## src/rtl/mips_pkg.sv

```systemverilog
// rtl/mips_pkg.sv - shared state encoding and default constants for the MEM-stage access unit
package mips_pkg;

    typedef enum logic [1:0] {
        IDLE = 2'd0,
        BUSY = 2'd1,
        DONE = 2'd2
    } mau_state_t;

    localparam int          DEFAULT_TIMEOUT_CYCLES = 255;
    localparam logic [31:0] DEFAULT_ERR_RDATA      = 32'h0000_0000;

endpackage

```

## src/rtl/mem_access_unit_if.sv

```systemverilog
// rtl/mem_access_unit_if.sv - data-memory request/ack bus between the access unit and memory
interface mem_access_unit_if;
    logic        dmem_req;
    logic        dmem_wren;
    logic [31:0] dmem_addr;
    logic [31:0] dmem_wdata;
    logic        dmem_ack;
    logic [31:0] dmem_rdata;

    modport master (
        output dmem_req, dmem_wren, dmem_addr, dmem_wdata,
        input  dmem_ack, dmem_rdata
    );

    modport slave (
        input  dmem_req, dmem_wren, dmem_addr, dmem_wdata,
        output dmem_ack, dmem_rdata
    );
endinterface

```

## src/rtl/mem_timeout_ctr.sv

```systemverilog
// rtl/mem_timeout_ctr.sv - counts BUSY cycles without ack and flags the final allowed cycle
module mem_timeout_ctr #(
    parameter int TIMEOUT_CYCLES = 255
) (
    input  logic clock,
    input  logic reset,
    input  logic clear,
    input  logic enable,
    output logic expired
);
    localparam int W = $clog2(TIMEOUT_CYCLES + 1);

    logic [W-1:0] count;

    // Saturates at TIMEOUT_CYCLES so a stray enable can never wrap back to zero.
    always_ff @(posedge clock or posedge reset) begin
        if (reset) begin
            count <= '0;
        end else if (clear) begin
            count <= '0;
        end else if (enable && count != W'(TIMEOUT_CYCLES)) begin
            count <= count + W'(1);
        end
    end

    assign expired = (count == W'(TIMEOUT_CYCLES - 1));
endmodule

```

## src/rtl/mem_access_unit.sv

```systemverilog
// rtl/mem_access_unit.sv - MEM-stage load/store sequencer between EX_MEM and the data memory
module mem_access_unit
    import mips_pkg::*;
#(
    parameter int          TIMEOUT_CYCLES = DEFAULT_TIMEOUT_CYCLES,
    parameter logic [31:0] ERR_RDATA      = DEFAULT_ERR_RDATA
) (
    input  logic                clock,
    input  logic                reset,
    input  logic                flush,
    input  logic                MEM_MEM_WREN,
    input  logic                MEM_MEM_RDEN,
    input  logic [31:0]         MEM_ALUResult,
    input  logic [31:0]         MEM_WriteData,
    mem_access_unit_if.master   mem,
    output logic [31:0]         MEM_ReadData,
    output logic                MEM_Stall,
    output logic                MEM_AddrErr,
    output logic                MEM_BusErr
);
    mau_state_t state, state_next;
    logic access, aligned, start, cnt_clear, cnt_enable, expired, timeout;
    logic stall_raw, addr_err_raw;

    assign access  = (MEM_MEM_WREN | MEM_MEM_RDEN) & ~flush;
    assign aligned = (MEM_ALUResult[1:0] == 2'b00);
    // Ack takes priority over an expiring counter in the same cycle.
    assign timeout = (state == BUSY) & ~mem.dmem_ack & expired;

    mem_timeout_ctr #(.TIMEOUT_CYCLES(TIMEOUT_CYCLES)) u_timeout_ctr (
        .clock   (clock),
        .reset   (reset),
        .clear   (cnt_clear),
        .enable  (cnt_enable),
        .expired (expired)
    );

    always_comb begin
        state_next   = state;
        stall_raw    = 1'b0;
        addr_err_raw = 1'b0;
        start        = 1'b0;
        cnt_clear    = 1'b0;
        cnt_enable   = 1'b0;
        case (state)
            IDLE: begin
                if (access) begin
                    if (aligned) begin
                        start      = 1'b1;
                        stall_raw  = 1'b1;
                        cnt_clear  = 1'b1;
                        state_next = BUSY;
                    end else begin
                        addr_err_raw = 1'b1;
                    end
                end
            end
            BUSY: begin
                stall_raw = 1'b1;
                if (mem.dmem_ack || expired) begin
                    state_next = DONE;
                end else begin
                    cnt_enable = 1'b1;
                end
            end
            DONE:    state_next = IDLE;
            default: state_next = IDLE;
        endcase
    end

    // Combinational flags are masked while reset is held, since inputs may still look like an access.
    assign MEM_Stall   = stall_raw & ~reset;
    assign MEM_AddrErr = addr_err_raw & ~reset;

    always_ff @(posedge clock or posedge reset) begin
        if (reset) begin
            state          <= IDLE;
            mem.dmem_req   <= 1'b0;
            mem.dmem_wren  <= 1'b0;
            mem.dmem_addr  <= '0;
            mem.dmem_wdata <= '0;
            MEM_ReadData   <= '0;
            MEM_BusErr     <= 1'b0;
        end else begin
            state      <= state_next;
            MEM_BusErr <= timeout;
            if (start) begin
                mem.dmem_req   <= 1'b1;
                mem.dmem_wren  <= MEM_MEM_WREN;
                mem.dmem_addr  <= MEM_ALUResult;
                mem.dmem_wdata <= MEM_WriteData;
            end else if (state == BUSY && mem.dmem_ack) begin
                mem.dmem_req <= 1'b0;
                if (!mem.dmem_wren) begin
                    MEM_ReadData <= mem.dmem_rdata;
                end
            end else if (timeout) begin
                mem.dmem_req <= 1'b0;
                MEM_ReadData <= ERR_RDATA;
            end
        end
    end
endmodule
```

## src/flat_wrapper.sv

```systemverilog
// flat-port wrapper written by rule: the top's interface ports become plain ports
module mem_access_unit_flat import mips_pkg::*;
#(
    parameter int          TIMEOUT_CYCLES = DEFAULT_TIMEOUT_CYCLES,
    parameter logic [31:0] ERR_RDATA      = DEFAULT_ERR_RDATA
)
  (clock, reset, flush, MEM_MEM_WREN, MEM_MEM_RDEN, MEM_ALUResult, MEM_WriteData, MEM_ReadData, MEM_Stall, MEM_AddrErr, MEM_BusErr, mem_dmem_req, mem_dmem_wren, mem_dmem_addr, mem_dmem_wdata, mem_dmem_ack, mem_dmem_rdata);
  mem_access_unit_if mem_i ();
  input  logic clock;
  input  logic reset;
  input  logic flush;
  input  logic MEM_MEM_WREN;
  input  logic MEM_MEM_RDEN;
  input  logic [31:0] MEM_ALUResult;
  input  logic [31:0] MEM_WriteData;
  output logic [31:0] MEM_ReadData;
  output logic MEM_Stall;
  output logic MEM_AddrErr;
  output logic MEM_BusErr;
  output wire logic [$bits(mem_i.dmem_req)-1:0] mem_dmem_req;
  output wire logic [$bits(mem_i.dmem_wren)-1:0] mem_dmem_wren;
  output wire logic [$bits(mem_i.dmem_addr)-1:0] mem_dmem_addr;
  output wire logic [$bits(mem_i.dmem_wdata)-1:0] mem_dmem_wdata;
  input wire logic [$bits(mem_i.dmem_ack)-1:0] mem_dmem_ack;
  input wire logic [$bits(mem_i.dmem_rdata)-1:0] mem_dmem_rdata;
  assign mem_dmem_req = mem_i.dmem_req;
  assign mem_dmem_wren = mem_i.dmem_wren;
  assign mem_dmem_addr = mem_i.dmem_addr;
  assign mem_dmem_wdata = mem_i.dmem_wdata;
  assign mem_i.dmem_ack = mem_dmem_ack;
  assign mem_i.dmem_rdata = mem_dmem_rdata;
  mem_access_unit #(.TIMEOUT_CYCLES(TIMEOUT_CYCLES), .ERR_RDATA(ERR_RDATA)) u_core (.clock(clock), .reset(reset), .flush(flush), .MEM_MEM_WREN(MEM_MEM_WREN), .MEM_MEM_RDEN(MEM_MEM_RDEN), .MEM_ALUResult(MEM_ALUResult), .MEM_WriteData(MEM_WriteData), .mem(mem_i), .MEM_ReadData(MEM_ReadData), .MEM_Stall(MEM_Stall), .MEM_AddrErr(MEM_AddrErr), .MEM_BusErr(MEM_BusErr));
endmodule
```

## config.mk

```make
export PLATFORM = sky130hd
export DESIGN_NAME = mem_access_unit_flat
export DESIGN_NICKNAME = d
export VERILOG_FILES = /design/src/rtl/mips_pkg.sv /design/src/rtl/mem_access_unit_if.sv /design/src/rtl/mem_timeout_ctr.sv /design/src/rtl/mem_access_unit.sv /design/src/flat_wrapper.sv
export SDC_FILE = /design/constraint.sdc
export NUM_CORES = 1
export LEC_CHECK = 0
export ABC_AREA = 0
export CAP_MARGIN = 20
export CORE_AREA = 4 4 129 131
export CTS_BUF_LIST = sky130_fd_sc_hd__clkbuf_8
export CTS_CLUSTER_DIAMETER = 40
export DETAILED_ROUTE_END_ITERATION = 7
export DIE_AREA = 0 0 133 135
export SETUP_SLACK_MARGIN = 0.02
export SLEW_MARGIN = 20
export SYNTH_ARGS = -nofsm -noshare
export SYNTH_HDL_FRONTEND = slang
export SYNTH_HIERARCHICAL = 1
export SYNTH_SLANG_ARGS = --single-unit
export TNS_END_PERCENT = 30
```

## constraint.sdc

```tcl
create_clock -name clock -period 4.5 [get_ports clock]
set_clock_uncertainty 0.15 [all_clocks]
set_input_delay 0.9 -clock clock [delete_from_list [all_inputs] [get_ports clock]]
set_output_delay 0.9 -clock clock [all_outputs]
set_load 0.03 [all_outputs]
```

Yosys cells after proc, flatten, opt, wreduce, memory -nomap -nowiden:

Index checks and enable logic that the tools add are counted.

* multiplexer cells: 21
* reduce and logical (&&, ||, !) cells: 10
* bitwise logic cells: 10
* eq/ne operators: 7
* $add $sub $neg: 1

Operators by type and width (number)
* two-way mux 32 bit: 3
* two-way mux 8 bit: 2
* two-way mux 1 bit: 11
* adder 8 x 1 -> 8 bit (second input constant): 1
* equality test 8 bit (second input constant): 1
* inequality test 8 bit (second input constant): 1
* two-way mux 2 bit: 3
* inequality test 2 x 1 -> 1 bit (second input constant): 3
* AND reduction 3 bit: 2
* AND 1 bit: 5
* zero test 2 bit: 2
* inverter 1 bit: 4
* one-hot mux 2 bit (2 select lines): 1
* nonzero test 2 bit: 2
* nonzero test 3 bit: 1
* equality test 2 x 1 -> 1 bit (second input constant): 1
* logical AND 1 bit: 2
* inequality test 2 bit (second input constant): 1
* one-hot mux 1 bit (2 select lines): 1
* logical OR 1 bit: 1
* bitwise OR 1 bit: 1

* word-level logic and storage cells: 57
* flip-flop bits (word level): 109

Logic depth before layout (Yosys ltp):

* depth after elaboration: 7
* gate-level depth with buffers: 7
* gate-level depth less buffers: 7

Hierarchy:

Netlist, hierarchy kept.

By module, submodules not included
* mem_access_unit: cells each 302, instances 1, seq. area each 2527.4 um2, area an instance 4033.9 um2
* mem_timeout_ctr: cells each 55, instances 1, seq. area each 200.2 um2, area an instance 524.3 um2

Least setup slack after synthesis:

OpenSTA, ideal clock, no wires.

* kind: in2out
* from: in flush
* to: out MEM_AddrErr
* data arrival time: 2.146 ns
* path slack: 1.304 ns
* buffers on the path: 0
* data required time: 3.450 ns
* stages: 3
* cell sequence: o21ba_2 -> nand2b_1 -> nor4_1

* longest elaborated chain between the ends: 5

Ends and longest elaborated chain
* start, declared: RTL line flat_wrapper.sv:11 `input logic flush;`
* inverter 1 bit: RTL line mem_access_unit.sv:25 `assign access = (MEM_MEM_WREN | MEM_MEM_RDEN) & ~flush;`
* AND 1 bit: RTL line mem_access_unit.sv:25
* two-way mux 1 bit: RTL line mem_access_unit.sv:47 `if (access) begin`
* two-way mux 1 bit: RTL line mem_access_unit.sv:45 `case (state)`
* AND 1 bit: RTL line mem_access_unit.sv:73 `assign MEM_AddrErr = addr_err_raw & ~reset;`
* end, declared: RTL line flat_wrapper.sv:18 `output logic MEM_AddrErr;`

No other way between the ends.

Worst setup path in the final report:

Ends and elaborated chain as after synthesis.

==> impl_metrics.tcl <==
set metrics [dict create \
    status "completed" \
    routabilityCongestion 0.777 \
    finalCritPeriodShare_pct 82.1 \
    gr-total-overflow 0 \
    area_delta_synth_final_pct 53.3 \
    final_antenna_net_count 0 \
    synth_cells 357 \
    fin_crit_ps 3700 \
    synth_top_area_share_pct 59.8 \
    synth_area_per_cell_um2 12.8 \
    cts_tree "yes" \
    h-tree-depth 3 \
    end_kind "output pin" \
    crit_chain "clkdlybuf4s50_1 -> o21ba_2 -> nand2b_1 -> nor4_1 -> clkdlybuf4s50_1" \
    layout-drive-gt1-share_pct 12.4 \
    fp-row-count 46 \
    path_clk_slew_ps 110 \
    die-height_um 135 \
    place_hpwl_mm 8.94 \
    power_leakage_uw 0.00286 \
    start_util_pct 29.2 \
    cts_setup_buffers 0 \
    die_area_um2 18000 \
    synth_nets 461 \
    grt_antenna_before_repair 1 \
    cp_max_fo 3 \
    vias 3492 \
    grtUsageTotal_pct 13.8 \
    setup_viol 0 \
    maxSlewViolCount 0 \
    crit_path_frequent_cell "clkdlybuf4s50_1" \
    rsz0062_at_grt "false" \
    portBuffers 202 \
    hp-class "register to register" \
    synth_common_cells "dfrtp_1, inv_1, mux2_2" \
    dr.pass1.iters 4 \
    critPathBufInv 2 \
    ys_seq_area_share_pct 59.8 \
    clock_latency_ps 370 \
    fin_tns_setup_ps 0 \
    powerDensity_nw_per_um2 510 \
    ys_ff_latch 109 \
    worstPathRequired_ps 3450 \
    max_freq_ghz 0.271 \
    ir_drop_v 0.000180 \
    root_buffer "clkbuf_8" \
    dr.first_iter.drc_count 144 \
    synth-edff-count 0 \
    holdBufCountCts 0 \
    cp_top_family "buffers and inverters" \
    worstSetupPathType "primary input to output pin" \
    nets 656 \
    cap_violations 0 \
    worstPathArrival_ps 2650 \
    async_reset_ff_share_pct 100 \
    grt_pass1_vias 3717 \
    synth_area_um2 4560 \
    grt_max_degree 64 \
    synthTopCellsByArea "dfrtp_1, mux2_2, mux2_1" \
    wire_per_inst_um 16.2 \
    slowest_stage "clkdlybuf4s50_1" \
    cts_buffers 9 \
    utilization_pct 44.8 \
    dp_slack_ps 821 \
    yosysUniqueCellTypes 36 \
    cp_slowest_stage_delay_ps 730 \
    yosysTopAreaCell "dfrtp_1" \
    synthFlopType "dfrtp_1" \
    wl_mm 12.5 \
    cts_buffer_depth 2 \
    hold_viol 0 \
    core-area_um2 15600 \
    grt_pass1_wl_mm 19.7 \
    worst_slew_pin_slew_ps 875 \
    critPathLaunchType "primary input" \
    relSlewSlack_pct 41.6 \
    ioPinCount 203 \
    ctsResizeCount 0 \
    postLayoutSetupSlackWorst_ps 805 \
    via_per_inst 4.52 \
    drcViolationCount 0 \
    die_w_um 133 \
    numClockSinks 109 \
    synth_warnings 6 \
    post-synth-top-count-cell "dfrtp_1" \
]
-- metrics by stage --
step	power, uW	cells	hold WS, ps	instance area [um^2]
final	3570	773	345	6990
after CTS	3630	772	349	6990
after detailed placement	2990	757	324	6790
after global placement	2970	757	317	6780
after floorplan	2250	357	309	4560
after global routing	3760	773	359	6990
-- cells in the final DEF, fill, tap and decap left out, drive strengths merged, types with 4 or more instances in the layout --
cell and instances:
a211oi 5, buf 6, clkbuf 10, clkdlybuf4s50 202, clkinv 4, dfrtp 109, inv 39, mux2 66
nand4b 32, nor2 9, nor2b 5, nor3 4, o21ai 34
-- flip-flops by register name (all words and copies together) (netlist names) --
| register | cells |
|---|---|
| u_core/mem.dmem_wdata | 32 |
| u_core/MEM_ReadData | 32 |
| u_core/mem.dmem_addr | 32 |
| u_core/state | 2 |
| u_core/mem.dmem_wren | 1 |
| u_core/mem.dmem_req | 1 |
| u_core/MEM_BusErr | 1 |
| u_core/u_timeout_ctr/count | 8 |
-- layout make-up --
cell class,count,area (um^2)
diodes,1,2.50
clock buffers,10,138
clock inverters,5,61.3
fillers,1440,8610
inverters,39,149
multi-input cells,185,1570
flip-flops and latches,109,2730
well taps,216,270
repair buffers,208,2070
-- cell families after synthesis --
| group | Yosys count | synth area share (%) |
|---|---|---|
| multiplexers | 66 | 16.5 |
| flip-flops | 109 | 59.8 |
| buffers and inverters | 63 | 6.04 |
| AND/OR/NAND/NOR | 70 | 10.9 |
| adder cells (fa/ha/maj) | 2 | 0.549 |
| AO/OA/AOI/OAI | 47 | 6.20 |
-- where the power goes --
part | leakage [uW] | internal, uW | switching [uW]
clock | 0.000102 | 272 | 337
combinational | 0.00142 | 704 | 838
sequential | 0.00134 | 1250 | 169
total | 0.00286 | 2220 | 1340
-- path summary, 6_finish.rpt --
path                                                           start                                        end  slack, ps  depth (start not counted)
min in group asynchronous                                      reset  u_core/u_timeout_ctr/count[0]$_DFFE_PP0P_        780                          2
max reg2reg                u_core/u_timeout_ctr/count[5]$_DFFE_PP0P_  u_core/u_timeout_ctr/count[5]$_DFFE_PP0P_       1860                          6
min reg2reg                    u_core/mem.dmem_wdata[17]$_DFFE_PP0P_      u_core/mem.dmem_wdata[17]$_DFFE_PP0P_        340                          1
max                                                            flush                                MEM_AddrErr        800                          5
max in group asynchronous                                      reset        u_core/MEM_ReadData[30]$_DFFE_PP0P_       2350                          3
min                            u_core/mem.dmem_wdata[17]$_DFFE_PP0P_      u_core/mem.dmem_wdata[17]$_DFFE_PP0P_        340                          1
-- layer usage --
layer	wire length (um)	vias up	track usage, %
li1	-	1631	-
met1	5250	1720	16.7
met2	6170	125	23.1
met3	787	16	4.10
met4	277	0	5.43
met5	0	-	0
Note: power is estimated with default switching activity, not from simulation.
